## src/rtl/riscv_dcache_miss_ctrl.sv

```systemverilog
// rtl/riscv_dcache_miss_ctrl.sv - data-cache miss controller (write-back victim, refill, install)
//
// Purpose: on a cache miss, writes the dirty victim block back to DRAM, reads
// the requested block, then pulses the data/tag array write enables for one
// cycle. The pipeline is stalled from the miss cycle until the install cycle.
//
// Ports:
//   clk, rst                    rising-edge clock, asynchronous active-low reset
//   cpu_wren/cpu_rden/cpu_addr  CPU access request (sampled only in IDLE)
//   hit, dirty                  tag-array lookup result and victim dirty bit
//   victim_tag/victim_block     victim line contents, latched on the miss
//   mem_wren/mem_rden/mem_addr  DRAM strobes and block address
//   mem_data_out/mem_data_in    write-back data / refill data
//   mem_ready                   DRAM transfer complete
//   refill_we/refill_block      data-array write enable and registered refill data
//   tag_we                      tag-array write enable ({valid=1, dirty=0, tag})
//   stall                       pipeline freeze
//   miss_count/wb_count         event counters, present only with MISS_CNT_EN
//
// Optional feature macro: MISS_CNT_EN (adds miss_count and wb_count outputs).

module riscv_dcache_miss_ctrl #(
  parameter int DATA_WIDTH = 128,
  parameter int CACHE_SIZE = 4 * (2 ** 10),
  parameter int MEM_SIZE   = 4 * CACHE_SIZE,
  parameter int DATAPBLOCK = 16
) (
  input  logic                                            clk,
  input  logic                                            rst,
  input  logic                                            cpu_wren,
  input  logic                                            cpu_rden,
  input  logic [$clog2(MEM_SIZE)-1:0]                     cpu_addr,
  input  logic                                            hit,
  input  logic                                            dirty,
  input  logic [$clog2(MEM_SIZE)-$clog2(CACHE_SIZE)-1:0]  victim_tag,
  input  logic [DATA_WIDTH-1:0]                           victim_block,
  output logic                                            mem_wren,
  output logic                                            mem_rden,
  output logic [$clog2(MEM_SIZE)-$clog2(DATAPBLOCK)-1:0]  mem_addr,
  output logic [DATA_WIDTH-1:0]                           mem_data_out,
  input  logic [DATA_WIDTH-1:0]                           mem_data_in,
  input  logic                                            mem_ready,
  output logic                                            refill_we,
  output logic [DATA_WIDTH-1:0]                           refill_block,
  output logic                                            tag_we,
`ifdef MISS_CNT_EN
  output logic [31:0]                                     miss_count,
  output logic [31:0]                                     wb_count,
`endif
  output logic                                            stall
);

  localparam int CACHE_DEPTH = CACHE_SIZE / DATAPBLOCK;
  localparam int ADDR        = $clog2(MEM_SIZE);
  localparam int BYTE_OFF    = $clog2(DATAPBLOCK);
  localparam int INDEX       = $clog2(CACHE_DEPTH);
  localparam int TAG         = ADDR - BYTE_OFF - INDEX;

  typedef enum logic [1:0] {
    IDLE      = 2'd0,
    WRITEBACK = 2'd1,
    REFILL    = 2'd2,
    UPDATE    = 2'd3
  } state_t;

  state_t                state_q, state_d;
  logic [TAG-1:0]        cpu_tag_q;
  logic [INDEX-1:0]      index_q;
  logic [TAG-1:0]        victim_tag_q;
  logic [DATA_WIDTH-1:0] victim_q;
  logic                  gap_q;
  logic                  miss;
  logic                  latch_en;
  logic                  wb_done;
  logic                  rd_done;

  // The byte offset within a block plays no part in a block-granular transfer.
  logic unused_offset;
  assign unused_offset = ^cpu_addr[BYTE_OFF-1:0];

  assign miss = (cpu_wren | cpu_rden) & ~hit;

  always_ff @(posedge clk or negedge rst) begin
    if (!rst) begin
      state_q      <= IDLE;
      cpu_tag_q    <= '0;
      index_q      <= '0;
      victim_tag_q <= '0;
      victim_q     <= '0;
      refill_block <= '0;
      gap_q        <= 1'b0;
    end else begin
      state_q <= state_d;
      // gap_q holds off the read strobe for the first REFILL cycle after a
      // write-back so the DRAM sees the strobe fall and restarts its counter.
      gap_q   <= wb_done;
      if (latch_en) begin
        cpu_tag_q    <= cpu_addr[ADDR-1 -: TAG];
        index_q      <= cpu_addr[BYTE_OFF +: INDEX];
        victim_tag_q <= victim_tag;
        victim_q     <= victim_block;
      end
      if (rd_done) begin
        refill_block <= mem_data_in;
      end
    end
  end

  always_comb begin
    state_d      = state_q;
    mem_wren     = 1'b0;
    mem_rden     = 1'b0;
    mem_addr     = '0;
    mem_data_out = '0;
    refill_we    = 1'b0;
    tag_we       = 1'b0;
    stall        = 1'b1;
    latch_en     = 1'b0;
    wb_done      = 1'b0;
    rd_done      = 1'b0;
    case (state_q)
      IDLE: begin
        stall = miss;
        if (miss) begin
          latch_en = 1'b1;
          state_d  = dirty ? WRITEBACK : REFILL;
        end
      end
      WRITEBACK: begin
        mem_wren     = 1'b1;
        mem_addr     = {victim_tag_q, index_q};
        mem_data_out = victim_q;
        if (mem_ready) begin
          wb_done = 1'b1;
          state_d = REFILL;
        end
      end
      REFILL: begin
        if (!gap_q) begin
          mem_rden = 1'b1;
          mem_addr = {cpu_tag_q, index_q};
          if (mem_ready) begin
            rd_done = 1'b1;
            state_d = UPDATE;
          end
        end
      end
      UPDATE: begin
        refill_we = 1'b1;
        tag_we    = 1'b1;
        state_d   = IDLE;
      end
      default: state_d = IDLE;
    endcase
  end

`ifdef MISS_CNT_EN
  always_ff @(posedge clk or negedge rst) begin
    if (!rst) begin
      miss_count <= '0;
      wb_count   <= '0;
    end else begin
      if (latch_en) miss_count <= miss_count + 32'd1;
      if (wb_done)  wb_count   <= wb_count + 32'd1;
    end
  end
`endif

endmodule

```

## config.mk

```make
export PLATFORM = sky130hd
export DESIGN_NAME = riscv_dcache_miss_ctrl
export DESIGN_NICKNAME = d
export VERILOG_FILES = /design/src/rtl/riscv_dcache_miss_ctrl.sv
export SDC_FILE = /design/constraint.sdc
export NUM_CORES = 1
export LEC_CHECK = 0
export ABC_AREA = 1
export CAP_MARGIN = 20
export CORE_AREA = 3 3 212 214
export DETAILED_ROUTE_END_ITERATION = 8
export DIE_AREA = 0 0 215 217
export SLEW_MARGIN = 20
export SYNTH_ARGS = -nofsm -noshare
export SYNTH_HDL_FRONTEND = slang
export SYNTH_SLANG_ARGS = --single-unit
```

## constraint.sdc

```tcl
create_clock -name clk -period 1.6 [get_ports clk]
set_input_delay 0.24 -clock clk [delete_from_list [all_inputs] [get_ports clk]]
set_output_delay 0.24 -clock clk [all_outputs]
set_load 0.03 [all_outputs]
```

# Word-level counts from Yosys, hierarchy flattened
# Cells that the tools add are included.
# W data, S select, Z words.
totals:
  register_bits: 271
  input_bits: 279
  out_inout_bits: 271
  elab_cells: 39
classes:
  eq_ne: 7
  mux: 20
  bitwise: 3
  reduce_logical: 2
op_table:
  columns: ["op", "count"]
  rows:
  - ["$mux W128", 1]
  - ["$pmux W10 S2", 1]
  - ["$mux W1", 11]
  - ["$mux W10", 1]
  - ["$mux W2", 5]
  - ["$ne A2 B2 Y1 const B", 4]
  - ["$pmux W2 S4", 1]
  - ["$eq A2 B2 Y1 const B", 2]
  - ["$reduce_and A4 Y1", 1]
  - ["$eq A2 B1 Y1 const B", 1]
  - ["$logic_not A2 Y1", 1]
  - ["$and A1 B1 Y1", 1]
  - ["$not A1 Y1", 1]
  - ["$or A1 B1 Y1", 1]

# Logic depth before layout (Yosys ltp)
depth:
  depth_word: 4
  ltp_mapped: 9
  ltp_nobuf: 8

# Worst setup path after synthesis
# Ideal clock, no wire load.
synth_path:
  path_kind: "reg2out"
  startpoint: "register state_q[1]"
  endpoint: "output mem_addr[8]"
  arrival_ns: 1.809
  required_time_ns: 1.360
  path_slack_ns: -0.449
  path_stages_with_launch: 7
  n_path_buf: 2
  path_cell_list: "dfrtp_1 inv_1 ha_1 buf_2 buf_2 nand2_1 a21oi_1"
synth_between:
  elab_chain_cells: 2
  elab_cells_between_ends: 3
  classes_between: "eq/ne: 2; mux: 1"
synth_lines:
  columns: ["item", "line", "rtl"]
  rows:
  - ["start, declared", "66", "state_t state_q, state_d;"]
  - ["start signal, assigned", "93", "state_q <= state_d;"]
  - ["$eq A2 B2 Y1 or $eq A2 B1 Y1 (tied branches)", "121", "case (state_q)"]
  - ["$pmux W10 S2 (*)", "121", null]
  - ["end, declared", "39", "output logic [$clog2(MEM_SIZE)-$clog2(DATAPBLOCK)-1:0] mem_addr,"]
# Mark *: on every way between the ends. The rest lies on a longest branch, timed or not.

# Final worst setup path
layout_path:
  startpoint: "register state_q[0]"
  endpoint: "output mem_addr[3]"
# The elaborated chain is that of the path after synthesis.

==> flow_metrics.py <==
metrics = {
    "outcome": {
        "outcome": "finished with violations",
        "violations": "setup timing",
    },
    "layout": {
        "nFillCells": 4060,
        "nets": 2368,
        "fin_area_sq_um": 21000,
        "final_layout_size_suffix_gt1_share_pct": 23.6,
        "multiInputGateArea_sq_um": 3940,
        "ff_latch_area_sq_um": 6780,
        "syn_to_final_growth_pct": 76.2,
        "final_cells": 2690,
        "insertedDiodeCount": 0,
    },
    "placed_design": {
        "dp.final_hpwl_um": 30100,
        "port_buffers": 545,
        "place_ws_ps": -51.3,
        "post-place-cells": 2590,
        "place.gp.congestion": 0.837,
        "place_area_sq_um": 18100,
    },
    "power_and_ir_drop": {
        "p_comb_share_pct": 52.9,
        "p_int_w": 0.0228,
        "p_sw_share_pct": 42.0,
        "power_density_nw_per_um2": 1870,
        "seqPwrFrac_pct": 30.3,
        "leakagePower_nw": 12.5,
        "ir_drop_uv": 857,
        "p_switching_w": 0.0165,
        "pwr-share-clk_pct": 16.8,
    },
    "detailed_routing": {
        "first_pass_iters": 4,
        "drt-wirelength-per-cell_um": 16.4,
        "ant_nets": 0,
        "drt_iter0_drc": 633,
        "vias": 11500,
        "remaining_drc_errors": 0,
        "routed_wl_um": 44100,
        "drt-vias-per-instance": 4.27,
    },
    "die": {
        "dieArea_sq_um": 46700,
        "num_rows": 76,
        "start_util_pct": 27.7,
        "core_sq_um": 43100,
        "die_w_um": 215,
        "fp.dieH_um": 217,
        "pin_count": 550,
    },
    "critical_path": {
        "rr_endpoint": "refill_block[106]",
        "crit_family": "buffers and inverters",
        "worstReg2RegStart": "state_q[0]",
        "crit_arrival_ps": 1910,
        "reg2reg_depth": 11,
        "endpoint": "mem_addr[3]",
        "path_common_cell": "buf_6",
        "max_stage_delay_ps": 410,
        "crit_buf_inv": 4,
        "cp_slowest_cell": "dfrtp_1",
        "cp-start-kind": "flip-flop",
        "rrSetupSlack_ps": -210,
        "path_depth": 7,
        "startpoint": "state_q[0]",
        "cp.required_ps": 1360,
        "cp_max_fo": 5,
        "crit_chain": "buf_6 -> ha_4 -> buf_12 -> o21ai_4 -> buf_6 -> nor2_2 -> buf_6",
        "crit_path_end_kind": "output port",
        "timing_worst_setup_path_type": "reg2out",
    },
    "timing": {
        "tightest_slew_ps": 534,
        "timing.final.ws_setup_ps": -548,
        "relSlewSlack_pct": 64.4,
        "period_minus_slack_ps": 2150,
        "drv_slew": 0,
        "clock_skew_ps": 10.3,
        "final-setup-viol-count": 271,
        "fmax_ghz": 0.465,
        "rsz0062_at_grt": "yes",
        "hold_viol_final": 0,
        "min_period_over_period_pct": 134,
    },
    "global_routing": {
        "grt_pass1_vias": 11500,
        "overflow": 0,
        "antenna_found_initial": 0,
        "grt_max_degree": 55,
        "grt_first_pass_wirelength_um": 64000,
        "grt.total_usage_pct": 16.9,
    },
    "cts": {
        "clk_latency_ps": 550,
        "clkTransAtPathRegs_ps": 60,
        "clock-sinks": 271,
        "cts_max_path_buffers": 3,
        "cts_root_buffer": "clkbuf_16",
        "cts_tree": "yes",
        "htreeDepth": 1,
        "cts_made_buffers": 31,
    },
    "worst_hold_path": {
        "hold_path.class": "in2reg",
    },
    "job": {
        "maxCapViolCount": 0,
    },
    "synth": {
        "yosysWarningCount": 0,
        "yosysSeqAreaShare_pct": 56.8,
        "synth_seq_cells": 271,
        "synth_cell_types": 16,
        "synthCells": 1484,
        "mappedNetlistNets": 1769,
        "avgSynthCellArea_sq_um": 8.04,
        "synth_area_sq_um": 11900,
    },
}
[final cells by class]
type                    count  area share, %
clock buffers              52           4.40
clock inverters             3         0.0714
inverters                 287           5.13
multi-input cells         839           18.7
flip-flops and latches    271           32.2
well taps                 585           3.48
repair buffers            653           36.0
[through the flow]
step	util [%]	TNS, ps	hold slack, ps	total power [W]
after floorplan	-	-439	-55.6	0.0218
after global placement	42.1	-113	237	0.0295
after detailed placement	42.1	-415	236	0.0297
after CTS	45.8	-128900	6.38	0.0378
after global routing	48.8	-110100	93.1	0.0417
final	48.8	-87830	91.3	0.0393
[worst reg2reg max path: cells and delay by family, from the launching register on]
family / cells / cell delay, ps
DFF: 1 / 410
and+or+nand+nor: 4 / 380
adders and majority gates: 1 / 120
buffers and inverters: 6 / 780
[Yosys cell counts (all sizes together)]
cell type,number,share of area (%)
nor2,10,0.34
o21ai,144,6.0
inv,287,9.0
nand2,544,17
nand3,131,5.6
clkbuf,14,0.44
ha,6,0.63
buf,75,3.9
a21oi,2,0.084
dfrtp,271,57
[routing by layer]
metal	up-vias	GRT usage (%)	wire length (um)
met5	-	0	0
met4	0	3.35	949
met3	53	4.91	3440
met2	431	29.6	21900
met1	5383	20.9	17900
li1	5628	-	-
[cells in the final DEF, fill, tap and decap left out, drive strengths merged]
cell           netlist  layout
dlymetal6s2s         0     127
a21oi                2       2
clkdlybuf4s50        0     272
buf                 75     239
clkbuf              14      66
nor2                10      10
dlygate4sd3          0       1
o21ai              144     144
ha                   6       6
nand2              544     546
dfrtp              271     271
inv                287     287
clkinv               0       3
nand3              131     131
[sequential cells by signal, summed over array words and instances (netlist names)]
signal / cells
cpu_tag_q: 2
gap_q: 1
index_q: 8
state_q: 2
victim_tag_q: 2
victim_q: 128
refill_block: 128
[power by group through the flow]
stage               Sequential, W  Combinational [W]  Clock (W)
floorplan                  0.0144            0.00738          0
global placement           0.0118             0.0177          0
detailed placement         0.0119             0.0179          0
CTS                        0.0119             0.0192    0.00682
global route               0.0123             0.0223    0.00714
finish                     0.0119             0.0208    0.00661
[cell families after synthesis]
kind of cell               synth area share (%)
and+or+nand+nor                            23.1
buffers and inverters                      13.4
DFF                                        56.8
AOI/OAI and AO/OA                          6.12
adders and majority gates                 0.629
[worst min path at each step]
stage | end | slack [ps] | cells past startpoint | from
after floorplan | cpu_tag_q[0] | -60 | 0 | rst
after global placement | victim_q[113] | 240 | 1 | rst
after detailed placement | victim_q[113] | 240 | 1 | rst
after CTS | gap_q | 6 | 3 | mem_ready
after global routing | gap_q | 90 | 3 | mem_ready
final | gap_q | 90 | 3 | mem_ready
[repair_timing]
action,4_1_cts,5_1_grt
resized for setup,137,277
hold buffers,1,0
endpoints found under the setup margin,296,404
cloned,3,22
setup buffers,10,11
endpoints found under the hold margin,39,0
pin swaps,1,6
(Power assumes the default switching activity.)
